$ cat src/rtl/pcpu_mem_loader_if.sv
// Host byte port plus instruction/data memory write ports and CPU control of the loader.
// The loader uses the slave view; the host/bench side drives through master.
interface pcpu_mem_loader_if #(
    parameter int AW = 8,
    parameter int DW = 16
);
    logic          in_valid;
    logic [7:0]    in_data;
    logic          in_ready;
    logic          i_we;
    logic [AW-1:0] i_addr;
    logic [DW-1:0] i_wdata;
    logic          d_we;
    logic [AW-1:0] d_addr;
    logic [DW-1:0] d_wdata;
    logic          cpu_enable;
    logic          cpu_start;
    logic          busy;
    logic          err;
    logic [AW:0]   word_cnt;

    modport master (
        output in_valid, in_data,
        input  in_ready, i_we, i_addr, i_wdata, d_we, d_addr, d_wdata,
               cpu_enable, cpu_start, busy, err, word_cnt
    );

    modport slave (
        input  in_valid, in_data,
        output in_ready, i_we, i_addr, i_wdata, d_we, d_addr, d_wdata,
               cpu_enable, cpu_start, busy, err, word_cnt
    );
endinterface

$ cat src/rtl/pcpu_mem_loader.sv
// Framed byte-stream loader: writes DW-bit words into I/D memory, holds the CPU off
// while loading, and releases it with a one-cycle start pulse on a GO command.
module pcpu_mem_loader #(
    parameter int         AW    = 8,
    parameter int         DW    = 16,
    parameter logic [7:0] CMD_I = 8'h49,
    parameter logic [7:0] CMD_D = 8'h44,
    parameter logic [7:0] CMD_G = 8'h47
) (
    input logic             clk,
    input logic             rst,
    pcpu_mem_loader_if.slave ld_if
);
    localparam int NB = DW / 8;
    localparam int KW = (NB > 1) ? $clog2(NB) : 1;

    typedef enum logic [2:0] {S_CMD, S_ADDR, S_CNT, S_DATA, S_WRITE, S_GO} state_t;

    state_t        state_q, state_d;
    logic          tgt_d_q, tgt_d_d;     // 1: data memory, 0: instruction memory
    logic [AW-1:0] addr_q, addr_d;
    logic [AW:0]   rem_q, rem_d;
    logic [AW:0]   cnt_q, cnt_d;
    logic [DW-1:0] word_q, word_d;
    logic [KW-1:0] k_q, k_d;
    logic          en_q, en_d;
    logic          err_q, err_d;
    logic [AW-1:0] ia_q, ia_d, da_q, da_d;
    logic [DW-1:0] iw_q, iw_d, dw_q, dw_d;
    logic          ready;
    logic          accept;
    logic [DW-1:0] shifted;

    assign ready   = (state_q != S_WRITE) && (state_q != S_GO);
    assign accept  = ld_if.in_valid && ready;
    assign shifted = {word_q[DW-9:0], ld_if.in_data};

    always_comb begin
        state_d = state_q;
        tgt_d_d = tgt_d_q;
        addr_d  = addr_q;
        rem_d   = rem_q;
        cnt_d   = cnt_q;
        word_d  = word_q;
        k_d     = k_q;
        en_d    = en_q;
        err_d   = err_q;
        ia_d    = ia_q;
        iw_d    = iw_q;
        da_d    = da_q;
        dw_d    = dw_q;
        case (state_q)
            S_CMD: if (accept) begin
                if (ld_if.in_data == CMD_I || ld_if.in_data == CMD_D) begin
                    tgt_d_d = (ld_if.in_data == CMD_D);
                    en_d    = 1'b0;
                    err_d   = 1'b0;
                    cnt_d   = '0;
                    state_d = S_ADDR;
                end else if (ld_if.in_data == CMD_G) begin
                    err_d   = 1'b0;
                    state_d = S_GO;
                end else begin
                    err_d   = 1'b1;
                end
            end
            S_ADDR: if (accept) begin
                addr_d  = AW'(ld_if.in_data);
                state_d = S_CNT;
            end
            S_CNT: if (accept) begin
                // A zero count means a full 2^AW-word image.
                rem_d   = (ld_if.in_data == 8'h00) ? {1'b1, {AW{1'b0}}} : (AW+1)'(ld_if.in_data);
                k_d     = '0;
                state_d = S_DATA;
            end
            S_DATA: if (accept) begin
                word_d = shifted;
                if (k_q == KW'(NB - 1)) begin
                    k_d     = '0;
                    state_d = S_WRITE;
                    // Address/data registers only move on a write so they hold between strobes.
                    if (tgt_d_q) begin
                        da_d = addr_q;
                        dw_d = shifted;
                    end else begin
                        ia_d = addr_q;
                        iw_d = shifted;
                    end
                end else begin
                    k_d = k_q + KW'(1);
                end
            end
            S_WRITE: begin
                addr_d  = addr_q + AW'(1);
                cnt_d   = cnt_q + (AW+1)'(1);
                rem_d   = rem_q - (AW+1)'(1);
                state_d = (rem_q == (AW+1)'(1)) ? S_CMD : S_DATA;
            end
            S_GO: begin
                en_d    = 1'b1;
                state_d = S_CMD;
            end
            default: state_d = S_CMD;
        endcase
    end

    always_ff @(posedge clk or posedge rst) begin
        if (rst) begin
            state_q <= S_CMD;
            tgt_d_q <= 1'b0;
            addr_q  <= '0;
            rem_q   <= '0;
            cnt_q   <= '0;
            word_q  <= '0;
            k_q     <= '0;
            en_q    <= 1'b0;
            err_q   <= 1'b0;
            ia_q    <= '0;
            iw_q    <= '0;
            da_q    <= '0;
            dw_q    <= '0;
        end else begin
            state_q <= state_d;
            tgt_d_q <= tgt_d_d;
            addr_q  <= addr_d;
            rem_q   <= rem_d;
            cnt_q   <= cnt_d;
            word_q  <= word_d;
            k_q     <= k_d;
            en_q    <= en_d;
            err_q   <= err_d;
            ia_q    <= ia_d;
            iw_q    <= iw_d;
            da_q    <= da_d;
            dw_q    <= dw_d;
        end
    end

    assign ld_if.in_ready   = ready;
    assign ld_if.i_we       = (state_q == S_WRITE) && !tgt_d_q;
    assign ld_if.d_we       = (state_q == S_WRITE) &&  tgt_d_q;
    assign ld_if.i_addr     = ia_q;
    assign ld_if.i_wdata    = iw_q;
    assign ld_if.d_addr     = da_q;
    assign ld_if.d_wdata    = dw_q;
    assign ld_if.cpu_enable = en_q;
    assign ld_if.cpu_start  = (state_q == S_GO);
    assign ld_if.busy       = (state_q != S_CMD);
    assign ld_if.err        = err_q;
    assign ld_if.word_cnt   = cnt_q;
endmodule
$ cat src/flat_wrapper.sv
// flat-port wrapper written by rule: the top's interface ports become plain ports
module pcpu_mem_loader_flat 
#(
    parameter int         AW    = 8,
    parameter int         DW    = 16,
    parameter logic [7:0] CMD_I = 8'h49,
    parameter logic [7:0] CMD_D = 8'h44,
    parameter logic [7:0] CMD_G = 8'h47
)
  (clk, rst, ld_if_in_valid, ld_if_in_data, ld_if_in_ready, ld_if_i_we, ld_if_i_addr, ld_if_i_wdata, ld_if_d_we, ld_if_d_addr, ld_if_d_wdata, ld_if_cpu_enable, ld_if_cpu_start, ld_if_busy, ld_if_err, ld_if_word_cnt);
  pcpu_mem_loader_if #(.AW(AW), .DW(DW)) ld_if_i ();
  input logic clk;
  input logic rst;
  input wire logic [$bits(ld_if_i.in_valid)-1:0] ld_if_in_valid;
  input wire logic [$bits(ld_if_i.in_data)-1:0] ld_if_in_data;
  output wire logic [$bits(ld_if_i.in_ready)-1:0] ld_if_in_ready;
  output wire logic [$bits(ld_if_i.i_we)-1:0] ld_if_i_we;
  output wire logic [$bits(ld_if_i.i_addr)-1:0] ld_if_i_addr;
  output wire logic [$bits(ld_if_i.i_wdata)-1:0] ld_if_i_wdata;
  output wire logic [$bits(ld_if_i.d_we)-1:0] ld_if_d_we;
  output wire logic [$bits(ld_if_i.d_addr)-1:0] ld_if_d_addr;
  output wire logic [$bits(ld_if_i.d_wdata)-1:0] ld_if_d_wdata;
  output wire logic [$bits(ld_if_i.cpu_enable)-1:0] ld_if_cpu_enable;
  output wire logic [$bits(ld_if_i.cpu_start)-1:0] ld_if_cpu_start;
  output wire logic [$bits(ld_if_i.busy)-1:0] ld_if_busy;
  output wire logic [$bits(ld_if_i.err)-1:0] ld_if_err;
  output wire logic [$bits(ld_if_i.word_cnt)-1:0] ld_if_word_cnt;
  assign ld_if_i.in_valid = ld_if_in_valid;
  assign ld_if_i.in_data = ld_if_in_data;
  assign ld_if_in_ready = ld_if_i.in_ready;
  assign ld_if_i_we = ld_if_i.i_we;
  assign ld_if_i_addr = ld_if_i.i_addr;
  assign ld_if_i_wdata = ld_if_i.i_wdata;
  assign ld_if_d_we = ld_if_i.d_we;
  assign ld_if_d_addr = ld_if_i.d_addr;
  assign ld_if_d_wdata = ld_if_i.d_wdata;
  assign ld_if_cpu_enable = ld_if_i.cpu_enable;
  assign ld_if_cpu_start = ld_if_i.cpu_start;
  assign ld_if_busy = ld_if_i.busy;
  assign ld_if_err = ld_if_i.err;
  assign ld_if_word_cnt = ld_if_i.word_cnt;
  pcpu_mem_loader #(.AW(AW), .DW(DW), .CMD_I(CMD_I), .CMD_D(CMD_D), .CMD_G(CMD_G)) u_core (.clk(clk), .rst(rst), .ld_if(ld_if_i));
endmodule
$ cat config.mk
export PLATFORM = sky130hd
export DESIGN_NAME = pcpu_mem_loader_flat
export DESIGN_NICKNAME = d
export VERILOG_FILES = /design/src/rtl/pcpu_mem_loader_if.sv /design/src/rtl/pcpu_mem_loader.sv /design/src/flat_wrapper.sv
export SDC_FILE = /design/constraint.sdc
export NUM_CORES = 1
export LEC_CHECK = 0
export ABC_CLOCK_PERIOD_IN_PS = 2600
export CORE_ASPECT_RATIO = 1.2
export CORE_UTILIZATION = 49
export CTS_BUF_LIST = sky130_fd_sc_hd__clkbuf_8
export CTS_CLUSTER_DIAMETER = 40
export CTS_CLUSTER_SIZE = 40
export DETAILED_ROUTE_END_ITERATION = 16
export PLACE_DENSITY = 0.84
export SKIP_CTS_REPAIR_TIMING = 1
export SLEW_MARGIN = 20
export SYNTH_ARGS = -nofsm -noshare
export SYNTH_HDL_FRONTEND = slang
export SYNTH_SLANG_ARGS = --single-unit
$ cat constraint.sdc
create_clock -name clk -period 2.6 [get_ports clk]
set_clock_uncertainty 0.1 [all_clocks]
set_input_delay 0.26 -clock clk [delete_from_list [all_inputs] [get_ports clk]]
set_output_delay 0.26 -clock clk [all_outputs]
set_load 0.02 [all_outputs]
==> results.cfg <==
[synth]
synth-simple-area-share_pct = 16.6
yosysSeqAreaShare_pct = 55.2
synth_top_family_by_area = simple AND/OR/NAND/NOR gates
synth_seq_cells = 89
synth.avg_cell_area_um2 = 11.0
synth-compound-area-share_pct = 9.12
yosys_warnings = 0
synthTopCellsByArea = dfrtp_1, mux2_2, nand2_1
synth_xor_area_share_pct = 1.52
synth_top_area_share_pct = 55.2
synth_common_cells = dfrtp_1, mux2_2, nand2_1
synthMuxAreaShare_pct = 13.4
synthArstFlopShare_pct = 100
synth_nets = 380
synth_enable_flop_cells = 0
synth_most_common_cell = dfrtp_1
synth_fa_ha_area_share_pct = 1.24
syn_area_mm2 = 0.00403
syn_inst = 365
yosysUniqueCellTypes = 47
synth_top_cell_by_area = dfrtp_1
synthFlopType = dfrtp_1

[routing]
dr_total_vias = 3143
drt-total-wl_um = 9620
dr.pass1.iters = 10
wire_per_inst_um = 17.5
ant_nets = 0
vias_per_cell = 5.71
drc = 1
first_iter_violations = 186

[worst_setup_path]
critPathKind = reg -> out
slowest_stage = clkdlybuf4s50_1
startpoint_type = flip-flop
cp.arrival_ps = 1920
critical-path-max-stage-delay_ps = 620
crit_path_start = u_core.state_q[1]
cp_max_fo = 12
crit_chain = nor3b_2 > and2_1 > clkdlybuf4s50_1
required_ps = 2240
regToRegSetupSlack_ps = 340
worstSetupEndpointType = output port
r2r-start = u_core.state_q[1]

[global_routing]
overflow = 0
grt_use_total_pct = 24.1
grt_pass1_wl_um = 15900
grt_max_degree = 40
grt_antenna_before_repair = 0
grt_pass1_vias = 3180

[floorplanning]
dieArea_mm2 = 0.00860
initial_core_util_pct = 51.4
dieHeight_um = 101
num_rows = 35
die_width_um = 84.8
ioPinCount = 75
coreArea_mm2 = 0.00784

[timing]
setup_viol = 0
rsz0062_at_grt = no
worst_slew_pin_slew_ps = 659
post-route-min-period_ps = 2280
setup_slack_ps = 324
fin_crit_sh_pct = 87.5
drv_slew = 0
max_freq_mhz = 439
finalHoldViolations = 0
fin_tns_setup_ps = 0
max_slew_margin_pct = 55.5

[clocking]
clk_latency_ps = 370
cts_tree = built
numCtsBuffers = 9
cts-root-buf = clkbuf_8
cts.sink_count = 89
cts.path.max_buffers = 2
htree_num_levels = 3
clk_pin_slew_worst_paths_ps = 100

[pwr]
p_total_mw = 5.13
total_leakage_power_nw = 2.35
power_density_mw_per_mm2 = 985
peakVddDrop_v = 0.000573

[outcome]
outcome = finished, violations left
violations = design-rule violations

[cells_and_area]
finalInstanceArea_mm2 = 0.00521
area_growth_pct = 29.2
n_antenna_cell = 0
nFillCells = 576
drive_gt1_share_pct = 22.1
nets = 468

[placed_design]
io_buffers = 74
dpl.hpwl_um = 6910
place_ws_ps = 39.4
gp_congestion = 0.915
placed_area_mm2 = 0.00501

[hold_path]
hold_class = in -> async

[job]
drv_cap = 0
-- metrics by stage --
stage / utilization (%) / hold slack [ps] / cells
after floorplan: - / 265 / 365
after global placement: 63.9 / 352 / 534
after detailed placement: 63.9 / 365 / 534
after CTS: 66.4 / 196 / 550
after global routing: 66.5 / 238 / 550
final: 66.5 / 187 / 550
-- where the power goes --
group	internal [mW]	total (mW)	switching (mW)
registers	1.85	2.30	0.445
logic	0.941	1.90	0.962
clock network	0.374	0.930	0.556
-- sequential cells by signal, indices dropped and copies added (netlist names) --
| signal | count |
|---|---|
| u_core.ld_if.i_addr | 8 |
| u_core.ld_if.word_cnt | 9 |
| u_core.k_q | 1 |
| u_core.ld_if.d_addr | 8 |
| u_core.ld_if.cpu_enable | 1 |
| u_core.addr_q | 8 |
| u_core.ld_if.i_wdata | 16 |
| u_core.tgt_d_q | 1 |
| u_core.rem_q | 9 |
| u_core.ld_if.d_wdata | 16 |
| u_core.ld_if.err | 1 |
| u_core.word_q | 8 |
| u_core.state_q | 3 |
-- layout by cell type, fill, tap and decap left out, types with 3 or more instances in the layout --
cell type | Yosys | layout
inv_1 | 8 | 7
clkbuf_8 | 0 | 9
ha_1 | 4 | 4
nor3_1 | 9 | 9
buf_4 | 1 | 18
inv_6 | 0 | 3
mux2_2 | 48 | 48
a21oi_1 | 12 | 12
or3b_2 | 4 | 4
dfrtp_1 | 89 | 87
buf_12 | 0 | 3
nand2_1 | 48 | 48
nor2_1 | 34 | 34
nand4_1 | 4 | 4
o221a_2 | 3 | 3
nand3b_1 | 3 | 3
nor4_1 | 3 | 3
xor2_1 | 7 | 7
o21ai_0 | 19 | 19
clkdlybuf4s50_1 | 0 | 73
nand3_1 | 14 | 14
nand2b_1 | 4 | 4
-- cells by family (layout without fill, tap and decap cells) --
family / after synthesis / in the layout
AND/OR/NAND/NOR: 137 / 137
flip-flops: 89 / 89
AO/OA/AOI/OAI: 53 / 53
multiplexers: 48 / 48
buffers and inverters: 27 / 120
XOR/XNOR: 7 / 7
adder cells (fa/ha/maj): 4 / 4
-- worst max-delay path, delay by kind of cell (launching register included) --
family / cells / cell delay, ps
flops: 1 / 510
buf+inv: 1 / 620
simple gates: 2 / 430
-- worst paths after layout --
path,end,depth (start not counted)
worst min register to register,u_core.rem_q[8],2
worst max register to register,u_core.ld_if.d_wdata[12],6
worst max-delay path,ld_if_d_we,3
max in group asynchronous,u_core.ld_if.d_wdata[10],3
worst min-delay path,u_core.ld_if.i_addr[1],2
min in group clk,u_core.rem_q[8],2
-- area by class of cell --
| class | instances | area [um2] | share of cell area, % |
|---|---|---|---|
| tap | 92 | 115 | 2.21 |
| inverter | 9 | 37.5 | 0.720 |
| multi-input combinational | 249 | 1700 | 32.5 |
| timing repair buffer | 95 | 938 | 18.0 |
| clock buffer | 9 | 124 | 2.38 |
| sequential | 89 | 2230 | 42.8 |
| clock inverter | 7 | 70.1 | 1.34 |
-- per-layer routing --
metal | part of all wire [%] | routed length (um) | track usage (%) | up-vias
li1 | - | - | - | 1471
met1 | 41 | 3930 | 29.0 | 1562
met2 | 52 | 4980 | 41.8 | 93
met3 | 5.1 | 489 | 3.99 | 17
met4 | 2.2 | 212 | 12.8 | 0
met5 | 0 | 0 | 0 | -
No activity file was read; power rests on OpenSTA's default activity.
